===== config.mk =====
export PLATFORM = sky130hd
export DESIGN_NAME = dm_arbiter
export DESIGN_NICKNAME = d
export VERILOG_FILES = /design/src/rtl/dm_arbiter.sv
export SDC_FILE = /design/constraint.sdc
export NUM_CORES = 1
export LEC_CHECK = 0
export CAP_MARGIN = 20
export CORE_MARGIN = 4
export CORE_UTILIZATION = 42
export CTS_CLUSTER_DIAMETER = 60
export DETAILED_ROUTE_END_ITERATION = 6
export PLACE_DENSITY = 0.87
export SLEW_MARGIN = 30
export SYNTH_ARGS = -nofsm -noshare
export SYNTH_HDL_FRONTEND = slang
export SYNTH_SLANG_ARGS = --single-unit
export TNS_END_PERCENT = 50

===== constraint.sdc =====
create_clock -name clk -period 3.2 [get_ports clk]
set_input_delay 0.96 -clock clk [delete_from_list [all_inputs] [get_ports clk]]
set_output_delay 0.96 -clock clk [all_outputs]
set_load 0.005 [all_outputs]

===== src/rtl/dm_arbiter.sv =====
// dm_arbiter
// Round-robin arbiter sharing one single-port, registered-read data memory (DM)
// between N_CORE processor cores. One access is in flight at a time:
// IDLE (arbitrate) -> ACCESS (DM performs the access) -> RDATA (reads only).
//
// Ports:
//   clk, rst_n       system clock, asynchronous active-low reset
//   req, we          per-core request (level) and write(1)/read(0) select
//   addr, wdata      per-core address / write data, core i at [i*W +: W]
//   lock             per-core bus-lock request (used only with DM_ARB_LOCK_EN)
//   dm_out           DM read data, valid one cycle after the address
//   gnt              one-hot grant pulse
//   rvalid, rdata    one-hot read-valid pulse and broadcast read data
//   dm_en            DM write enable, high only during ACCESS of a write
//   dm_addr,dm_wdata DM address / write data, held between accesses
//   busy             high whenever the arbiter is not in IDLE
//
// Optional feature: define DM_ARB_LOCK_EN to let a core that finishes an
// access with lock high keep exclusive ownership of the DM (atomic RMW).
// Without it the lock port is ignored.

module dm_arbiter #(
  parameter int N_CORE = 4,
  parameter int ADDR_W = 12,
  parameter int DATA_W = 12
) (
  input  logic                     clk,
  input  logic                     rst_n,
  input  logic [N_CORE-1:0]        req,
  input  logic [N_CORE-1:0]        we,
  input  logic [N_CORE*ADDR_W-1:0] addr,
  input  logic [N_CORE*DATA_W-1:0] wdata,
  input  logic [N_CORE-1:0]        lock,
  input  logic [DATA_W-1:0]        dm_out,
  output logic [N_CORE-1:0]        gnt,
  output logic [N_CORE-1:0]        rvalid,
  output logic [DATA_W-1:0]        rdata,
  output logic                     dm_en,
  output logic [ADDR_W-1:0]        dm_addr,
  output logic [DATA_W-1:0]        dm_wdata,
  output logic                     busy
);

  localparam int IDX_W = (N_CORE > 1) ? $clog2(N_CORE) : 1;
  localparam logic [N_CORE-1:0] ONE = {{(N_CORE-1){1'b0}}, 1'b1};
  localparam logic [IDX_W-1:0] LAST_RST = IDX_W'(N_CORE - 1);

  typedef enum logic [1:0] {IDLE, ACCESS, RDATA} state_t;

  state_t              state, state_nxt;
  logic [N_CORE-1:0]   gnt_nxt, rvalid_nxt;
  logic [DATA_W-1:0]   rdata_nxt, dm_wdata_nxt;
  logic [ADDR_W-1:0]   dm_addr_nxt;
  logic                dm_en_nxt;
  logic [IDX_W-1:0]    last, last_nxt;
  logic [IDX_W-1:0]    owner, owner_nxt;
  logic [N_CORE-1:0]   cand;
  logic                win_found;
  logic [IDX_W-1:0]    win_idx;
  logic [IDX_W-1:0]    idx;
  logic                lock_hold;

`ifdef DM_ARB_LOCK_EN
  logic locked, locked_nxt;

  // The mask is live only while the owner keeps lock asserted; the first IDLE
  // cycle with lock low falls straight back to normal round-robin.
  assign lock_hold = locked && lock[owner];
  assign cand      = lock_hold ? (req & (ONE << owner)) : req;
`else
  logic unused_lock;

  assign unused_lock = ^lock;
  assign lock_hold   = 1'b0;
  assign cand        = req;
`endif

  assign busy = (state != IDLE);

  // Round-robin search starting just after the most recent winner.
  always_comb begin
    win_found = 1'b0;
    win_idx   = '0;
    idx       = '0;
    for (int k = 1; k <= N_CORE; k++) begin
      idx = IDX_W'((int'(last) + k) % N_CORE);
      if (!win_found && cand[idx]) begin
        win_found = 1'b1;
        win_idx   = idx;
      end
    end
  end

  always_comb begin
    state_nxt    = state;
    gnt_nxt      = '0;
    rvalid_nxt   = '0;
    rdata_nxt    = rdata;
    dm_en_nxt    = 1'b0;
    dm_addr_nxt  = dm_addr;
    dm_wdata_nxt = dm_wdata;
    last_nxt     = last;
    owner_nxt    = owner;
`ifdef DM_ARB_LOCK_EN
    locked_nxt   = locked;
`endif
    case (state)
      IDLE: begin
`ifdef DM_ARB_LOCK_EN
        if (locked && !lock[owner]) locked_nxt = 1'b0;
`endif
        if (win_found) begin
          state_nxt    = ACCESS;
          gnt_nxt      = ONE << win_idx;
          dm_addr_nxt  = addr[int'(win_idx)*ADDR_W +: ADDR_W];
          dm_wdata_nxt = wdata[int'(win_idx)*DATA_W +: DATA_W];
          dm_en_nxt    = we[win_idx];
          owner_nxt    = win_idx;
          if (!lock_hold) last_nxt = win_idx;
        end
      end
      // dm_en doubles as the "this access is a write" flag.
      ACCESS: begin
        if (dm_en) begin
          state_nxt = IDLE;
`ifdef DM_ARB_LOCK_EN
          locked_nxt = lock[owner];
`endif
        end else begin
          state_nxt = RDATA;
        end
      end
      RDATA: begin
        state_nxt  = IDLE;
        rdata_nxt  = dm_out;
        rvalid_nxt = ONE << owner;
`ifdef DM_ARB_LOCK_EN
        locked_nxt = lock[owner];
`endif
      end
      default: state_nxt = IDLE;
    endcase
  end

  always_ff @(posedge clk or negedge rst_n) begin
    if (!rst_n) begin
      state    <= IDLE;
      gnt      <= '0;
      rvalid   <= '0;
      rdata    <= '0;
      dm_en    <= 1'b0;
      dm_addr  <= '0;
      dm_wdata <= '0;
      last     <= LAST_RST;
      owner    <= '0;
`ifdef DM_ARB_LOCK_EN
      locked   <= 1'b0;
`endif
    end else begin
      state    <= state_nxt;
      gnt      <= gnt_nxt;
      rvalid   <= rvalid_nxt;
      rdata    <= rdata_nxt;
      dm_en    <= dm_en_nxt;
      dm_addr  <= dm_addr_nxt;
      dm_wdata <= dm_wdata_nxt;
      last     <= last_nxt;
      owner    <= owner_nxt;
`ifdef DM_ARB_LOCK_EN
      locked   <= locked_nxt;
`endif
    end
  end

endmodule

==> results of run 1 <==
-- worst max-delay path, stage by stage --
cell,delay (ns)
clkdlybuf4s50_1,0.61
nor2b_1,0.36
o21a_1,0.35
buf_4,0.34
o31ai_1,0.12
a21o_1,0.20
o211ai_2,0.07
-- layout by cell type, fill, tap and decap left out, drive strengths merged, types with 4 or more instances in the layout --
cell type      instances
a21o                  25
dfrtp                 49
nor2                   7
mux2                  12
o211ai                24
inv                    4
mux2i                 26
buf                   17
nand2                 30
clkbuf                 5
nand4                 24
clkdlybuf4s50        162
o31ai                 25
-- worst max path at each step --
stage / start / end / slack, ns / cells after the start
after floorplan: req[3] / dm_addr[3] / 0.92 / 7
after global placement: req[3] / dm_addr[9] / 0.19 / 6
after detailed placement: req[3] / dm_addr[10] / 0.08 / 6
after CTS: req[3] / dm_addr[8] / 0.41 / 6
after global routing: req[3] / dm_addr[8] / 0.28 / 7
final: req[3] / dm_addr[1] / 0.40 / 7
-- registers in the layout, summed over array words and instances (netlist names) --
name,cells
dm_addr,12
dm_en,1
dm_wdata,12
gnt,4
last,2
owner,2
rdata,12
rvalid,4
state,2
-- layout make-up --
class	instances	area, sq um
clock buffer	5	68.82
timing repair buffer	179	1759
clock inverter	3	27.53
fill	520	2007
inverter	2	7.507
sequential	51	1279
multi-input combinational	197	1525
tap	96	120.1
-- metal layers --
metal	vias to the layer above	track usage	wire [microns]	part of all wire
met5	-	0	0	0
met4	0	0.09925	289	0.028
met3	25	0.04308	510	0.050
met2	121	0.4279	5453	0.54
met1	1424	0.2761	3929	0.39
li1	1357	-	-	-
-- cells by family (layout without fill, tap and decap cells) --
family                 count (synthesis)  after routing  synth area share
DFF                                   51             51            0.4368
buffers and inverters                 28            189           0.05000
AOI/OAI and AO/OA                     84             84            0.2436
and+or+nand+nor                       75             75            0.1346
muxes                                 38             38            0.1350
-- power by group --
group	switching (W)	leakage [nW]	internal [W]
sequential	0.000166	0.630	0.000954
clock	0.000246	0.0467	0.000163
combinational	0.000989	1.36	0.00117
-- per-stage QoR --
| stage | power, W | instance area (sq um) | hold slack (ns) | setup slack (ns) | cells |
|---|---|---|---|---|---|
| floorplan | 0.002287 | 2928 | 0.4240 | 0.9222 | 276 |
| global placement | 0.003221 | 4676 | 0.4299 | 0.1872 | 525 |
| detailed placement | 0.003302 | 4676 | 0.4244 | 0.07948 | 525 |
| CTS | 0.003717 | 4772 | 0.4390 | 0.4059 | 533 |
| global route | 0.003927 | 4787 | 0.4475 | 0.2847 | 533 |
| finish | 0.003688 | 4787 | 0.4324 | 0.3997 | 533 |
==> impl_metrics.py, run 1 <==
metrics = {
    "run_status": {
        "status": "completed",
    },
    "synth": {
        "synth_area_per_cell_sq_um": 10.61,
        "ys_ff_latch": 51,
        "synth_common_cells": "dfrtp_1 (49), nand2_1 (29), mux2i_1 (26)",
        "synth_seq_area_share": 0.4368,
        "synthFlopType": "dfrtp_1",
        "async_flop_share": 1.000,
        "synth_fp_nets": 398,
        "yosys.cell_count.top_type": "dfrtp_1",
        "netlist-cell-type-count": 34,
        "syn-cell-area_sq_um": 2928,
        "ys_top_cells_by_area": "dfrtp_1 (42%), mux2i_1 (8.9%), o211ai_2 (6.8%)",
        "yosys_warnings": 0,
        "synth_top_area_frac": 0.4188,
        "synth-edff-count": 0,
        "synth_top_cell_by_area": "dfrtp_1",
        "syn_inst": 276,
    },
    "detailed_routing": {
        "final_antenna_net_count": 0,
        "detail_route.vias_per_cell": 5.492,
        "drc_errors": 0,
        "first_pass_iters": 4,
        "wl_per_cell_microns": 19.10,
        "vias": 2927,
        "totalWireLength_microns": 10180,
        "drtIter0Drc": 123,
    },
    "clock_network": {
        "cts_tree": "done",
        "cts_setup_buffers": 0,
        "clkLatencyLatePin_ns": 0.32,
        "cts.sinks": 51,
        "clkTransAtPathRegs_ns": 0.10,
        "cts_root_buf": "clkbuf_8",
        "cts-hold-fix-buffers": 0,
        "cts_resized": 0,
        "clockBufferDepth": 2,
        "htreeDepth": 2,
        "cts_inserted_buffers": 5,
    },
    "final_layout": {
        "nets": 558,
        "utilization": 0.7046,
        "drive_above_1_share": 0.1419,
        "syn_to_final_growth_pct": 63.50,
        "diodes": 0,
    },
    "setup_path": {
        "rrSetupSlack_ns": 1.27,
        "critPathRequiredTime_ns": 3.44,
        "r2r-start": "last[0]",
        "reg2regPathDepth": 6,
        "cp.arrival_ns": 3.04,
        "crit_type": "input port to register",
        "startpoint_type": "input port",
        "cp_max_fo": 22,
        "rr_endpoint": "dm_wdata[4]",
        "cp-end-kind": "register",
    },
    "sta": {
        "drv_slew": 0,
        "tightestPinTransition_ns": 0.7421,
        "setup_viol": 0,
        "finalCritPeriodShare": 0.8751,
        "finalClockSkew_ns": 0.007772,
        "relSlewSlack": 0.5034,
        "clock.fmax_mhz": 357.1,
        "rsz0062_at_grt": "false",
        "hold_viol": 0,
        "post-route-min-period_ns": 2.800,
        "setup_tns_ns": 0,
    },
    "flow_run": {
        "drv_cap": 0,
    },
    "pwr": {
        "ir_worst_vdd_uv": 328.5,
        "p_leak_nw": 2.033,
        "powerDensity_nw_per_um2": 770.5,
    },
    "die": {
        "die_x_microns": 91.49,
        "pin_count": 168,
        "core_area_sq_um": 6794,
        "initial_utilization": 0.4309,
        "die_area_sq_um": 8370,
        "rows": 30,
        "die_h_microns": 91.49,
    },
    "placement": {
        "gp_congestion": 0.7702,
        "dp_hpwl_microns": 7613,
        "port_buffers": 163,
    },
    "global_routing": {
        "track_usage": 0.2384,
        "gr-total-overflow": 0,
        "grt_max_degree": 29,
        "grt_pass1_wl_microns": 15840,
        "grt_pass1_vias": 3127,
        "antenna_found_initial": 0,
    },
    "min_path": {
        "holdPathEnd": "state[1]",
        "min_path_cells": 1,
        "min_from": "dm_en",
        "min_path_type": "register to register",
    },
}
(Power assumes the default switching activity.)
==> run 2, diff against run 1 <==
==> constraint.sdc (replaced) <==
create_clock -name clk -period 3.2 [get_ports clk]
set_input_delay 0.64 -clock clk [delete_from_list [all_inputs] [get_ports clk]]
set_output_delay 0.64 -clock clk [all_outputs]
set_load 0.005 [all_outputs]
==> run 2 against run 1 <==
Against the previous run: critical path depth stayed put; sequential share of layout area up 0.33 points; wire length fell by 2.0%; clock skew rose by 0.0017 ns; cell count is 0.94% lower; combinational power down 2%; sequential power about the same; setup slack improved by 0.36 ns; non-clock buffer count decreased by 5; critical path type unchanged; critical endpoint is now dm_addr[5]; largest power group unchanged.
==> impl_metrics.py, run 2 (synthesized netlist as in run 1, its figures left out) <==
metrics = {
    "setup_path": {
        "crit_path_max_incr_delay_ns": 0.57,
        "startpoint_type": "input port",
        "critPathRequiredTime_ns": 3.38,
        "worst-path-buf-inv": 2,
        "crit_type": "input port to register",
        "cp-end-kind": "register",
        "cp_top_family": "buffers and inverters",
        "path_cells": "clkdlybuf4s50_1, nor2b_1, o21a_1, nor3_4, buf_4, mux2i_1, o211ai_2",
        "cp_slowest_cell": "clkdlybuf4s50_1",
        "cp.arrival_ns": 2.63,
        "cp_max_fo": 23,
    },
    "detailed_routing": {
        "totalWireLength_microns": 9975,
        "wl_met1_microns": 3872,
        "final_antenna_net_count": 0,
        "drc_errors": 0,
        "route.met3.wl_microns": 606,
        "wl_met2_microns": 5330,
        "detail_route.vias_per_cell": 5.502,
        "highest_layer": "met4",
        "drtIter0Drc": 193,
        "first_pass_iters": 4,
        "wl_per_cell_microns": 18.89,
        "vias": 2905,
    },
    "final_layout": {
        "register_area_sq_um": 1279,
        "mostFrequentLayoutCells": "clkdlybuf4s50_1 (162), dfrtp_1 (49), nand2_1 (29)",
        "final_cells": 528,
        "utilization": 0.6961,
        "layout_commonest_cell": "clkdlybuf4s50_1",
        "stdcell_area_sq_um": 4730,
        "top_regs": "dm_addr x12, dm_wdata x12, rdata x12",
        "num-fill-cells": 528,
        "diodes": 0,
        "nets": 553,
        "multi_input_area_sq_um": 1518,
        "drive_above_1_share": 0.1319,
        "syn_to_final_growth_pct": 61.54,
    },
    "global_routing": {
        "grt_pass1_vias": 3216,
        "antenna_found_initial": 0,
        "track_usage": 0.2380,
        "gr-total-overflow": 0,
        "grt_max_degree": 37,
        "grt_pass1_wl_microns": 16100,
    },
    "flow_run": {
        "drv_cap": 0,
    },
    "sta": {
        "post-route-min-period_ns": 2.443,
        "fin_hold_ws_ns": 0.4042,
        "clock.fmax_mhz": 409.4,
        "setup_tns_ns": 0,
        "rsz0062_at_grt": "false",
        "tightestPinTransition_ns": 0.8808,
        "relSlewSlack": 0.4128,
        "setup_viol": 0,
        "finalClockSkew_ns": 0.009432,
        "finalCritPeriodShare": 0.7634,
        "drv_slew": 0,
        "hold_viol": 0,
    },
    "clock_network": {
        "cts.sinks": 51,
        "cts-hold-fix-buffers": 0,
        "cts_resized": 0,
        "htreeDepth": 2,
        "clkLatencyLatePin_ns": 0.31,
        "clkTransAtPathRegs_ns": 0.11,
        "clockBufferDepth": 2,
        "cts_root_buf": "clkbuf_8",
        "cts_tree": "done",
        "cts_inserted_buffers": 5,
        "cts_setup_buffers": 0,
    },
    "placement": {
        "dp_hpwl_microns": 7218,
        "gp_congestion": 0.7864,
        "port_buffers": 163,
        "placed_cell_area_sq_um": 4633,
        "placedCellCount": 520,
    },
    "run_status": {
        "status": "completed",
    },
    "die": {
        "core_area_sq_um": 6794,
        "rows": 30,
        "initial_utilization": 0.4309,
        "die_h_microns": 91.49,
        "die_x_microns": 91.49,
        "die_area_sq_um": 8370,
        "pin_count": 168,
    },
    "pwr": {
        "powerDensity_nw_per_um2": 770.3,
        "p_leak_nw": 2.003,
        "ir_worst_vdd_uv": 350.4,
    },
    "min_path": {
        "min_path_type": "input port to async pin",
    },
}
run 2: per-stage QoR:
step	setup WS [ns]	total power, W
floorplan	1.242	0.002287
global placement	0.5102	0.003174
detailed placement	0.4096	0.003269
CTS	0.7488	0.003676
global route	0.6475	0.003893
finish	0.7573	0.003643
run 2: final timing paths:
kind | depth (start not counted) | end | slack, ns | startpoint
max reg2reg | 5 | dm_wdata[10] | 1.18 | last[0]
max | 7 | dm_addr[5] | 0.76 | req[1]
min reg2reg | 1 | state[1] | 0.44 | dm_en
min | 1 | dm_addr[10] | 0.40 | rst_n
max in group asynchronous | 2 | dm_addr[2] | 2.05 | rst_n
min in group clk | 1 | state[1] | 0.44 | dm_en
run 2: per-layer routing:
metal | track usage | vias up
met4 | 0.07915 | 0
met3 | 0.03977 | 14
met1 | 0.2724 | 1412
met5 | 0 | -
met2 | 0.4431 | 126
li1 | - | 1353
run 2: where the power goes:
part	total, W	internal (W)	leakage (nW)	switching (W)
sequential	0.00112	0.000954	0.630	0.000169
clock	0.000404	0.000161	0.0463	0.000243
combinational	0.00212	0.00113	1.33	0.000984
total	0.00364	0.00225	2.00	0.00140
run 2: final cells by class:
cell class              instances  share of cell area
repair buffers                174              0.3614
multi-input cells             197              0.3209
flip-flops and latches         51              0.2704
well taps                      96             0.02540
clock buffers                   5             0.01455
clock inverters                 3            0.005820
inverters                       2            0.001587
